===== src/rtl/lookup_remap_table_if.sv =====
// Descriptor-in, descriptor-out and remap RAM read bus of the
// transmit-side TSN tag to DMAC lookup.
interface lookup_remap_table_if #(
    parameter int ADDR_W = 5
);
    logic [47:0]       iv_tsntag;
    logic [8:0]        iv_bufid;
    logic              i_descriptor_wr;
    logic              o_lookup_idle;
    logic              o_remap_ram_rd;
    logic [ADDR_W-1:0] ov_remap_ram_raddr;
    logic [62:0]       iv_remap_ram_rdata;
    logic [47:0]       ov_dmac;
    logic [2:0]        ov_pkt_type;
    logic [8:0]        ov_bufid;
    logic              o_remap_hit;
    logic              o_descriptor_wr;
    logic [15:0]       ov_drop_cnt;

    modport slave (
        input  iv_tsntag, iv_bufid, i_descriptor_wr, iv_remap_ram_rdata,
        output o_lookup_idle, o_remap_ram_rd, ov_remap_ram_raddr,
        output ov_dmac, ov_pkt_type, ov_bufid, o_remap_hit,
        output o_descriptor_wr, ov_drop_cnt
    );

    modport master (
        output iv_tsntag, iv_bufid, i_descriptor_wr, iv_remap_ram_rdata,
        input  o_lookup_idle, o_remap_ram_rd, ov_remap_ram_raddr,
        input  ov_dmac, ov_pkt_type, ov_bufid, o_remap_hit,
        input  o_descriptor_wr, ov_drop_cnt
    );
endinterface


===== src/rtl/lookup_remap_table.sv =====
// Restores the original DMAC of a transmit descriptor by a sequential
// flow-ID search of the remap RAM; BE descriptors bypass the search.
module lookup_remap_table #(
    parameter int TABLE_DEPTH = 32,
    parameter int ADDR_W      = 5
) (
    input logic                 i_clk,
    input logic                 i_rst_n,
    lookup_remap_table_if.slave bus
);
    localparam logic [0:0] IDLE_S   = 1'b0;
    localparam logic [0:0] SEARCH_S = 1'b1;
    localparam logic [2:0] BE_TYPE  = 3'd6;
    localparam logic [ADDR_W-1:0] LAST_A = ADDR_W'(TABLE_DEPTH - 1);

    logic [0:0]        state_q, state_d;
    logic [47:0]       tag_q, tag_d;
    logic [8:0]        bufid_q, bufid_d;
    logic              rd_q, rd_d;
    logic [ADDR_W-1:0] raddr_q, raddr_d;
    logic              v1_q, v1_d;
    logic              v2_q, v2_d;
    logic [ADDR_W-1:0] cmp_q, cmp_d;
    logic              wr_q, wr_d;
    logic [47:0]       dmac_q, dmac_d;
    logic [2:0]        type_q, type_d;
    logic [8:0]        obuf_q, obuf_d;
    logic              hit_q, hit_d;
    logic [15:0]       drop_q, drop_d;

    logic ent_vld;
    logic ent_match;

    assign ent_vld   = bus.iv_remap_ram_rdata[62];
    assign ent_match = bus.iv_remap_ram_rdata[61:48] == tag_q[44:31];

    always_comb begin
        state_d = state_q;
        tag_d   = tag_q;
        bufid_d = bufid_q;
        rd_d    = rd_q;
        raddr_d = raddr_q;
        v1_d    = rd_q;
        v2_d    = v1_q;
        cmp_d   = cmp_q;
        drop_d  = drop_q;
        wr_d    = 1'b0;
        dmac_d  = '0;
        type_d  = '0;
        obuf_d  = '0;
        hit_d   = 1'b0;
        unique case (state_q)
            IDLE_S: begin
                if (bus.i_descriptor_wr) begin
                    if (bus.iv_tsntag[47:45] == BE_TYPE) begin
                        wr_d   = 1'b1;
                        dmac_d = bus.iv_tsntag;
                        type_d = BE_TYPE;
                        obuf_d = bus.iv_bufid;
                    end else begin
                        tag_d   = bus.iv_tsntag;
                        bufid_d = bus.iv_bufid;
                        rd_d    = 1'b1;
                        raddr_d = '0;
                        cmp_d   = '0;
                        state_d = SEARCH_S;
                    end
                end
            end
            SEARCH_S: begin
                if (bus.i_descriptor_wr && drop_q != 16'hFFFF) begin
                    drop_d = drop_q + 16'd1;
                end
                if (rd_q) begin
                    if (raddr_q == LAST_A) rd_d = 1'b0;
                    else raddr_d = raddr_q + ADDR_W'(1);
                end
                // v2_q marks the cycle the data for address cmp_q is on rdata
                if (v2_q) begin
                    cmp_d = cmp_q + ADDR_W'(1);
                    if (!ent_vld || ent_match || cmp_q == LAST_A) begin
                        wr_d    = 1'b1;
                        hit_d   = ent_vld && ent_match;
                        dmac_d  = hit_d ? bus.iv_remap_ram_rdata[47:0] : tag_q;
                        type_d  = tag_q[47:45];
                        obuf_d  = bufid_q;
                        rd_d    = 1'b0;
                        raddr_d = '0;
                        v1_d    = 1'b0;
                        v2_d    = 1'b0;
                        state_d = IDLE_S;
                    end
                end
            end
            default: state_d = IDLE_S;
        endcase
    end

    always_ff @(posedge i_clk or negedge i_rst_n) begin
        if (!i_rst_n) begin
            state_q <= IDLE_S;
            tag_q   <= '0;
            bufid_q <= '0;
            rd_q    <= 1'b0;
            raddr_q <= '0;
            v1_q    <= 1'b0;
            v2_q    <= 1'b0;
            cmp_q   <= '0;
            wr_q    <= 1'b0;
            dmac_q  <= '0;
            type_q  <= '0;
            obuf_q  <= '0;
            hit_q   <= 1'b0;
            drop_q  <= '0;
        end else begin
            state_q <= state_d;
            tag_q   <= tag_d;
            bufid_q <= bufid_d;
            rd_q    <= rd_d;
            raddr_q <= raddr_d;
            v1_q    <= v1_d;
            v2_q    <= v2_d;
            cmp_q   <= cmp_d;
            wr_q    <= wr_d;
            dmac_q  <= dmac_d;
            type_q  <= type_d;
            obuf_q  <= obuf_d;
            hit_q   <= hit_d;
            drop_q  <= drop_d;
        end
    end

    assign bus.o_lookup_idle      = state_q == IDLE_S;
    assign bus.o_remap_ram_rd     = rd_q;
    assign bus.ov_remap_ram_raddr = raddr_q;
    assign bus.ov_dmac            = dmac_q;
    assign bus.ov_pkt_type        = type_q;
    assign bus.ov_bufid           = obuf_q;
    assign bus.o_remap_hit        = hit_q;
    assign bus.o_descriptor_wr    = wr_q;
    assign bus.ov_drop_cnt        = drop_q;
endmodule


===== src/flat_wrapper.sv =====
// flat-port wrapper written by rule: the top's interface ports become plain ports
module lookup_remap_table_flat 
#(
    parameter int TABLE_DEPTH = 32,
    parameter int ADDR_W      = 5
)
  (i_clk, i_rst_n, bus_iv_tsntag, bus_iv_bufid, bus_i_descriptor_wr, bus_iv_remap_ram_rdata, bus_o_lookup_idle, bus_o_remap_ram_rd, bus_ov_remap_ram_raddr, bus_ov_dmac, bus_ov_pkt_type, bus_ov_bufid, bus_o_remap_hit, bus_o_descriptor_wr, bus_ov_drop_cnt);
  lookup_remap_table_if #(.ADDR_W(ADDR_W)) bus_i ();
  input logic i_clk;
  input logic i_rst_n;
  input wire logic [$bits(bus_i.iv_tsntag)-1:0] bus_iv_tsntag;
  input wire logic [$bits(bus_i.iv_bufid)-1:0] bus_iv_bufid;
  input wire logic [$bits(bus_i.i_descriptor_wr)-1:0] bus_i_descriptor_wr;
  input wire logic [$bits(bus_i.iv_remap_ram_rdata)-1:0] bus_iv_remap_ram_rdata;
  output wire logic [$bits(bus_i.o_lookup_idle)-1:0] bus_o_lookup_idle;
  output wire logic [$bits(bus_i.o_remap_ram_rd)-1:0] bus_o_remap_ram_rd;
  output wire logic [$bits(bus_i.ov_remap_ram_raddr)-1:0] bus_ov_remap_ram_raddr;
  output wire logic [$bits(bus_i.ov_dmac)-1:0] bus_ov_dmac;
  output wire logic [$bits(bus_i.ov_pkt_type)-1:0] bus_ov_pkt_type;
  output wire logic [$bits(bus_i.ov_bufid)-1:0] bus_ov_bufid;
  output wire logic [$bits(bus_i.o_remap_hit)-1:0] bus_o_remap_hit;
  output wire logic [$bits(bus_i.o_descriptor_wr)-1:0] bus_o_descriptor_wr;
  output wire logic [$bits(bus_i.ov_drop_cnt)-1:0] bus_ov_drop_cnt;
  assign bus_i.iv_tsntag = bus_iv_tsntag;
  assign bus_i.iv_bufid = bus_iv_bufid;
  assign bus_i.i_descriptor_wr = bus_i_descriptor_wr;
  assign bus_i.iv_remap_ram_rdata = bus_iv_remap_ram_rdata;
  assign bus_o_lookup_idle = bus_i.o_lookup_idle;
  assign bus_o_remap_ram_rd = bus_i.o_remap_ram_rd;
  assign bus_ov_remap_ram_raddr = bus_i.ov_remap_ram_raddr;
  assign bus_ov_dmac = bus_i.ov_dmac;
  assign bus_ov_pkt_type = bus_i.ov_pkt_type;
  assign bus_ov_bufid = bus_i.ov_bufid;
  assign bus_o_remap_hit = bus_i.o_remap_hit;
  assign bus_o_descriptor_wr = bus_i.o_descriptor_wr;
  assign bus_ov_drop_cnt = bus_i.ov_drop_cnt;
  lookup_remap_table #(.TABLE_DEPTH(TABLE_DEPTH), .ADDR_W(ADDR_W)) u_core (.i_clk(i_clk), .i_rst_n(i_rst_n), .bus(bus_i));
endmodule

===== config.mk =====
export PLATFORM = sky130hd
export DESIGN_NAME = lookup_remap_table_flat
export DESIGN_NICKNAME = d
export VERILOG_FILES = /design/src/rtl/lookup_remap_table_if.sv /design/src/rtl/lookup_remap_table.sv /design/src/flat_wrapper.sv
export SDC_FILE = /design/constraint.sdc
export NUM_CORES = 1
export LEC_CHECK = 0
export ABC_AREA = 1
export BUFFER_PORTS_ARGS = -buffer_cell sky130_fd_sc_hd__buf_2
export CAP_MARGIN = 15
export CORE_MARGIN = 3
export CORE_UTILIZATION = 40
export DETAILED_ROUTE_END_ITERATION = 10
export HOLD_SLACK_MARGIN = 0.02
export PLACE_DENSITY = 0.76
export SYNTH_ARGS = -nofsm -noshare
export SYNTH_HDL_FRONTEND = slang
export SYNTH_SLANG_ARGS = --single-unit

===== constraint.sdc =====
create_clock -name i_clk -period 1.6 [get_ports i_clk]
set_input_delay 0.16 -clock i_clk [delete_from_list [all_inputs] [get_ports i_clk]]
set_output_delay 0.16 -clock i_clk [all_outputs]
set_load 0.03 [all_outputs]

==> results of run 1 <==
-- registers in the layout (all words and copies together) (netlist names) --
name                           flops
u_core.bus.o_remap_hit             1
u_core.bus.o_remap_ram_rd          1
u_core.bus.ov_bufid                9
u_core.v1_q                        1
u_core.cmp_q                       5
u_core.bufid_q                     9
u_core.bus.ov_dmac                48
u_core.v2_q                        1
u_core.bus.ov_pkt_type             3
u_core.bus.ov_remap_ram_raddr      5
u_core.bus.ov_drop_cnt            16
u_core.bus.o_descriptor_wr         1
u_core.state_q                     1
u_core.tag_q                      48
-- power groups by stage --
stage | Clock [W] | Combinational [W] | Sequential, W
finish | 0.00403 | 0.00659 | 0.00559
global route | 0.00426 | 0.00724 | 0.00572
CTS | 0.00409 | 0.00576 | 0.00555
detailed placement | 0 | 0.00521 | 0.00558
global placement | 0 | 0.00507 | 0.00553
floorplan | 0 | 0.00244 | 0.00640
-- per-stage QoR --
stage	worst slack (ps)	utilization	instance area [um^2]	instances
floorplan	-70.2	-	7100	901
global placement	-96.6	0.520	8800	1341
detailed placement	-154	0.520	8800	1341
CTS	-127	0.610	10300	1448
global route	-263	0.647	11000	1465
finish	-123	0.647	11000	1465
-- placed cells by master (no fill, tap or decap), types with 3 or more instances in the layout --
cell type        n
nand2_1        267
buf_2          206
dfrtp_1        147
inv_1          132
o21ai_0         61
dlygate4sd3_1   59
buf_4           58
nand4_1         49
nand3_2         43
nand2_2         22
clkbuf_16       21
nor2_1          17
nand3_1         17
buf_12          13
nand2_4         12
inv_2           11
nor2_4          11
nor2_2          10
xor2_1          10
o21ai_2          9
clkinvlp_4       9
buf_6            9
xnor2_1          6
o21ai_1          5
nor3_1           4
nand3_4          3
ha_2             3
inv_6            3
clkinv_2         3
buf_16           3
-- worst min path at each step --
| stage | startpoint | end | slack (ps) |
|---|---|---|---|
| final | bus_iv_remap_ram_rdata[25] | u_core.bus.ov_dmac[25] | 80 |
| after global routing | bus_iv_remap_ram_rdata[17] | u_core.bus.ov_dmac[17] | 90 |
| after CTS | bus_iv_remap_ram_rdata[30] | u_core.bus.ov_dmac[30] | 50 |
| after detailed placement | i_rst_n | u_core.bus.ov_bufid[6] | 100 |
| after global placement | i_rst_n | u_core.bus.ov_bufid[6] | 100 |
| after floorplan | i_rst_n | u_core.bufid_q[0] | -140 |
-- metal layers --
layer	share of wire	up-vias
met1	0.42	3493
met4	0.015	2
li1	-	3475
met3	0.069	33
met2	0.50	329
met5	0.00031	-
-- timing repair --
item	CTS	global route
hold endpoints to repair	194	0
setup endpoints to repair	77	140
gates cloned	4	6
gates resized for setup	50	116
hold buffers	59	0
buffers inserted	13	11
pin swaps	19	35
-- cells in the mapped netlist, drive strengths merged --
master,n
a21oi,2
a22oi,1
a31oi,2
buf,21
clkbuf,25
dfrtp,149
ha,4
inv,145
nand2,301
nand3,63
nand4,49
nor2,38
nor3,7
nor4,1
o21ai,75
xnor2,8
xor2,10
-- worst min-delay path, stage by stage --
cell and delay, ps:
buf_2 80, inv_1 30, nand4_1 90, nand3_2 70, nand2_1 50
-- area by class of cell --
cell class	instances	area (um^2)	share of cell area
Clock inverter	14	149	0.0136
Clock buffer	18	439	0.0401
Timing Repair Buffer	354	2630	0.240
Sequential cell	149	3730	0.340
Multi-Input combinational cell	561	3160	0.288
Antenna cell	1	2.50	0.000228
Tap cell	220	275	0.0251
Timing Repair inverter	3	22.5	0.00206
Inverter	145	552	0.0504
-- logic make-up (layout without fill, tap and decap cells) --
logic type               count (synthesis)  in the layout
buffers and inverters                  191            534
flip-flops                             149            149
AO/OA/AOI/OAI                           80             80
other                                    0              1
XOR/XNOR                                18             18
AND/OR/NAND/NOR                        459            459
adder cells (fa/ha/maj)                  4              4
==> qor.csv, run 1 <==
stage,metric,value,unit
setup_path,cp_top_family,adder cells,
setup_path,crit_chain,ha_2 > inv_2 > nor3_2 > ha_2 > nor2_4 > a21oi_4 > buf_6 > buf_12 > nand3_2 > nand2_1,
global_routing,met1_usage,0.287,
finish,layout-drive-gt1-share,0.374,
power_and_ir_drop,power,0.0162,W
flow_run,maxCapViolCount,0,
outcome,failed_checks,negative setup slack,
detailed_routing,drc_errors,0,
outcome,status,finished with violations,
logic_synthesis,yosysSeqAreaShare,0.529,
power_and_ir_drop,leakage,5.99,nW
detailed_routing,drt_wl_total,22900,um
timing,slew_violations,0,
detailed_routing,wl_per_cell,15.6,um
logic_synthesis,synthSimpleGateAreaFrac,0.278,
timing,fin_crit_sh,1.08,
worst_hold_path,whs_path_depth,5,
worst_hold_path,hold_class,in -> reg,
cts,path_clk_slew,60,ps
setup_path,endpoint,u_core.bus.ov_dmac[8],
floorplan,die_area,19300,um^2
logic_synthesis,syn_inst,901,
power_and_ir_drop,power_density,1480,nW/um^2
timing,post-route-min-period,1720,ps
timing,hold_violations,0,
logic_synthesis,synth_nets,1028,
logic_synthesis,yosysTopAreaCell,dfrtp_1,
power_and_ir_drop,combPwrFrac,0.406,
setup_path,crit_path_end_kind,flip-flop,
setup_path,startpoint_type,flip-flop,
detailed_routing,drt_first_pass_iters,6,
setup_path,r2r-end,u_core.bus.ov_dmac[8],
logic_synthesis,ys_warn_count,0,
cts,cts-buffers-inserted,17,
global_routing,grt.busiest_layer,met2,
global_routing,grt_usage,0.223,
logic_synthesis,syn-cell-area,7050,um^2
global_routing,use_met3,0.0503,
power_and_ir_drop,p_sw,0.00629,W
setup_path,slowest_delay,360,ps
place,hpwl,13500,um
global_routing,grtUsageMet2,0.377,
logic_synthesis,synthTopCellsByArea,"dfrtp_1 (53%), nand2_1 (16%), inv_1 (7.4%)",
logic_synthesis,synth_top_area_share,0.529,
logic_synthesis,synth_fa_ha_area_frac,0.00710,
global_routing,grt_pass1_vias,7110,
setup_path,crit_start,u_core.cmp_q[0],
floorplan,initial_core_util,0.416,
power_and_ir_drop,p_sw_frac,0.388,
detailed_routing,drt_iter0_markers,395,
floorplan,ioPinCount,208,
logic_synthesis,synth_compound_gate_area_share,0.0580,
setup_path,r2r_slack,-120,ps
cts,clk_latency,420,ps
logic_synthesis,synth_mux_area_frac,0,
setup_path,crit_top_cell,ha_2,
power_and_ir_drop,worst_ir_drop_vdd,0.952,mV
timing,rsz0062_at_grt,true,
power_and_ir_drop,p_int,0.00992,W
global_routing,grt_overflow,0,
logic_synthesis,synth_seq_cells,149,
timing,fin_skew,11.9,ps
logic_synthesis,synth-xor-area-share,0.0224,
cts,cts-root-buf,clkbuf_16,
detailed_routing,postRouteAntennaNets,0,
finish,syn_to_final_growth,55.4,%
floorplan,coreArea,16900,um^2
global_routing,antenna_found_initial,2,
detailed_routing,vias_per_cell,5.00,
place,place.gp.congestion,0.815,
timing,relSlewSlack,0.557,
power_and_ir_drop,pwr-share-seq,0.345,
setup_path,required,1950,ps
floorplan,die_y,139,um
global_routing,grt_first_pass_wirelength,34900,um
setup_path,path_depth,10,
finish,fin_nets,1358,
logic_synthesis,synth_area_per_cell,7.83,um^2
global_routing,grt_start_max_net_pins,93,
finish,fillCellCount,1314,
power_and_ir_drop,pwr-share-clk,0.249,
timing,finalSetupViolCount,70,
floorplan,die_x,139,um
detailed_routing,dr_total_vias,7332,
timing,worst_pin_slew,663,ps
logic_synthesis,synth_cell_types,25,
floorplan,row_count,47,
timing,fmax,580,MHz
cts,h-tree-depth,4,
setup_path,crit_arrival,2070,ps
cts,cts_tree,built,
setup_path,ff2ff_path_depth,10,
timing,finalSetupTns,-6410,ps
cts,clockBufferDepth,2,
logic_synthesis,synth_top_family_by_area,simple AND/OR/NAND/NOR gates,
timing,hold_ws,80.2,ps
setup_path,r2r-start,u_core.cmp_q[0],
setup_path,worstSetupPathType,reg -> reg,
setup_path,cp_num_buf_inv,3,
cts,clkSinkCount,149,
timing,worst_slack,-123,ps
place,port_buffers,207,
setup_path,crit_fanout,8,
setup_path,slowest_stage,dfrtp_1,
(Power assumes the default switching activity.)
==> run 2: changes to the inputs <==
--- a/config.mk
+++ b/config.mk
@@ -12,4 +12,5 @@
 export CORE_UTILIZATION = 40
 export DETAILED_ROUTE_END_ITERATION = 10
+export GPL_TIMING_DRIVEN = 1
 export HOLD_SLACK_MARGIN = 0.02
 export PLACE_DENSITY = 0.76
==> constraint.sdc (replaced) <==
create_clock -name i_clk -period 1.6 [get_ports i_clk]
set_input_delay 0.16 -clock i_clk [delete_from_list [all_inputs] [get_ports i_clk]]
set_output_delay 0.16 -clock i_clk [all_outputs]
set_load 0.1 [all_outputs]
==> qor.csv, run 2 (same netlist as run 1, synthesis figures left out) <==
stage,metric,value,unit,change
setup_path,slowest_stage,dfrtp_1,,unchanged
detailed_routing,drt_first_pass_iters,5,,was 6
timing,fin_crit_sh,1.12,,was 1.08
timing,finalSetupTns,-7750,ps,was -6410 ps
cts,clockBufferDepth,2,,unchanged
timing,finalSetupViolCount,65,,was 70
floorplan,row_count,47,,unchanged
timing,fmax,559,MHz,was 580 MHz
setup_path,crit_chain,inv_2 > nand2_2 > nand2_2 > nor2_2 > nand2_2 > nor2_4 > nand2_4 > a21oi_4 > buf_8 > clkbuf_16 > nand3_2 > nand2_1,,was ha_2 > inv_2 > nor3_2 > ha_2 > nor2_4 > a21oi_4 > buf_6 > buf_12 > nand3_2 > nand2_1
place,place.gp.congestion,0.833,,was 0.815
timing,post-route-min-period,1790,ps,was 1720 ps
place,port_buffers,207,,unchanged
detailed_routing,drt_iter0_markers,377,,was 395
timing,rsz0062_at_grt,true,,unchanged
cts,cts-buffers-inserted,17,,unchanged
setup_path,required,1950,ps,about the same
global_routing,grt_start_max_net_pins,73,,was 93
global_routing,grt_usage,0.214,,was 0.223
finish,antenna_cells,0,,was 1
timing,hold_ws,41.9,ps,was 80.2 ps
place,placed_area,8840,um^2,was 8800 um^2
outcome,status,finished with violations,,unchanged
floorplan,die_x,139,um,unchanged
setup_path,slowest_delay,380,ps,was 360 ps
setup_path,cp_num_buf_inv,3,,unchanged
detailed_routing,drt_wl_total,22600,um,"was 22,900 um"
floorplan,die_area,19300,um^2,unchanged
place,hpwl,13500,um,about the same
cts,h-tree-depth,4,,unchanged
setup_path,worstSetupPathType,reg -> reg,,unchanged
floorplan,die_y,139,um,unchanged
setup_path,crit_arrival,2140,ps,was 2070 ps
global_routing,grt_pass1_vias,6808,,"was 7,110"
timing,hold_violations,0,,unchanged
power_and_ir_drop,worst_ir_drop_vdd,1.59,mV,was 0.952 mV
global_routing,grt_first_pass_wirelength,33700,um,"was 34,900 um"
setup_path,crit_path_end_kind,flip-flop,,unchanged
global_routing,grt_overflow,0,,unchanged
detailed_routing,drc_errors,0,,unchanged
outcome,failed_checks,negative setup slack,,unchanged
finish,design_area,10900,um^2,"was 11,000 um^2"
floorplan,initial_core_util,0.416,,unchanged
setup_path,cp_top_family,simple AND/OR/NAND/NOR gates,,was adder cells
detailed_routing,vias_per_cell,4.93,,was 5.00
timing,worst_pin_slew,596,ps,was 663 ps
power_and_ir_drop,power_density,1720,nW/um^2,was 1480 nW/um^2
place,dp_cells,1338,,"was 1,341"
flow_run,maxCapViolCount,0,,unchanged
setup_path,startpoint_type,flip-flop,,unchanged
timing,relSlewSlack,0.602,,was 0.557
cts,clk_latency,420,ps,about the same
cts,clkSinkCount,149,,unchanged
detailed_routing,wl_per_cell,15.6,um,about the same
finish,fin_nets,1345,,"was 1,358"
floorplan,ioPinCount,208,,unchanged
finish,layout-drive-gt1-share,0.371,,was 0.374
setup_path,crit_top_cell,nand2_2,,was ha_2
finish,stdcell_count,1451,,"was 1,465"
finish,final_core_util,0.641,,was 0.647
cts,path_clk_slew,70,ps,was 60 ps
worst_hold_path,hold_class,in -> reg,,unchanged
timing,slew_violations,0,,unchanged
timing,fin_skew,9.47,ps,was 11.9 ps
floorplan,coreArea,16900,um^2,unchanged
cts,cts_tree,built,,unchanged
timing,worst_slack,-190,ps,was -123 ps
detailed_routing,dr_total_vias,7154,,"was 7,332"
cts,cts-root-buf,clkbuf_16,,unchanged
finish,layout_common_cells,"nand2_1 (259), buf_2 (205), inv_1 (134)",,"was nand2_1 (267), buf_2 (206), dfrtp_1 (147)"
detailed_routing,postRouteAntennaNets,0,,unchanged
global_routing,antenna_found_initial,2,,unchanged
finish,final_common_cell,nand2_1,,unchanged
finish,syn_to_final_growth,54.0,%,was 55.4%
setup_path,crit_fanout,8,,unchanged
power_and_ir_drop,leakage,5.91,nW,was 5.99 nW
==> run 2: cell types whose count changed in the layout (fill, tap and decap cells not counted), sizes merged <==
cell         change
buf             -13
clkbuf           +2
clkinv           -2
bufinv           +1
clkinvlp         -1
diode            -1
dlygate4sd3      -1
inv              +1
==> run 2: report_power, final <==
| part | total, W | switching, W | internal [W] |
|---|---|---|---|
| Clock | 0.00418 | 0.00166 | 0.00252 |
| Combinational | 0.00879 | 0.00628 | 0.00251 |
| Sequential | 0.00568 | 0.000653 | 0.00503 |
| Total | 0.0187 | 0.00860 | 0.0101 |
==> run 2: final cells by class <==
| cell class | count | area [um^2] |
|---|---|---|
| timing repair inverter | 3 | 21.3 |
| sequential | 149 | 3760 |
| fill | 1357 | 6080 |
| tap | 220 | 275 |
| inverter | 145 | 559 |
| clock buffer | 19 | 443 |
| multi-input combinational | 561 | 3090 |
| clock inverter | 13 | 173 |
| timing repair buffer | 341 | 2530 |
==> run 2: timing repair <==
item | 4_1_cts | 5_1_grt
resized for setup | 35 | 114
setup buffers | 7 | 7
pin swaps | 15 | 49
hold buffers | 58 | 0
gates cloned | 2 | 9
hold endpoints to repair | 136 | 0
setup endpoints to repair | 83 | 91
==> run 2: worst min-delay path, cell delays in order <==
cell	delay [ps]
buf_2	110
nand2_1	70
o21ai_0	80
==> run 2: final timing paths <==
kind,cells after the start,from,slack (ps),endpoint
hold / removal,3,bus_iv_tsntag[45],40,u_core.tag_q[45]
max in group asynchronous,3,i_rst_n,770,u_core.bus.ov_drop_cnt[1]
setup / recovery,12,u_core.tag_q[35],-190,u_core.bus.ov_dmac[40]
hold reg to reg,2,u_core.v1_q,490,u_core.v2_q
min in group asynchronous,2,i_rst_n,220,u_core.bus.ov_bufid[0]
setup reg to reg,12,u_core.tag_q[35],-190,u_core.bus.ov_dmac[40]
==> run 2: metrics by stage <==
stage / total power, W / worst slack, ps
6_report: 0.0187 / -190
2_1_floorplan: 0.0113 / -267
3_5_place_dp: 0.0132 / -116
4_1_cts: 0.0179 / -108
5_1_grt: 0.0196 / -263
3_3_place_gp: 0.0131 / -109
==> run 2: per-layer routing <==
metal,part of all wire,track usage,up-vias
met3,0.074,0.0538,40
met4,0.020,0.0536,4
li1,-,-,3454
met1,0.41,0.275,3363
met5,0.0015,0,-
met2,0.50,0.365,293
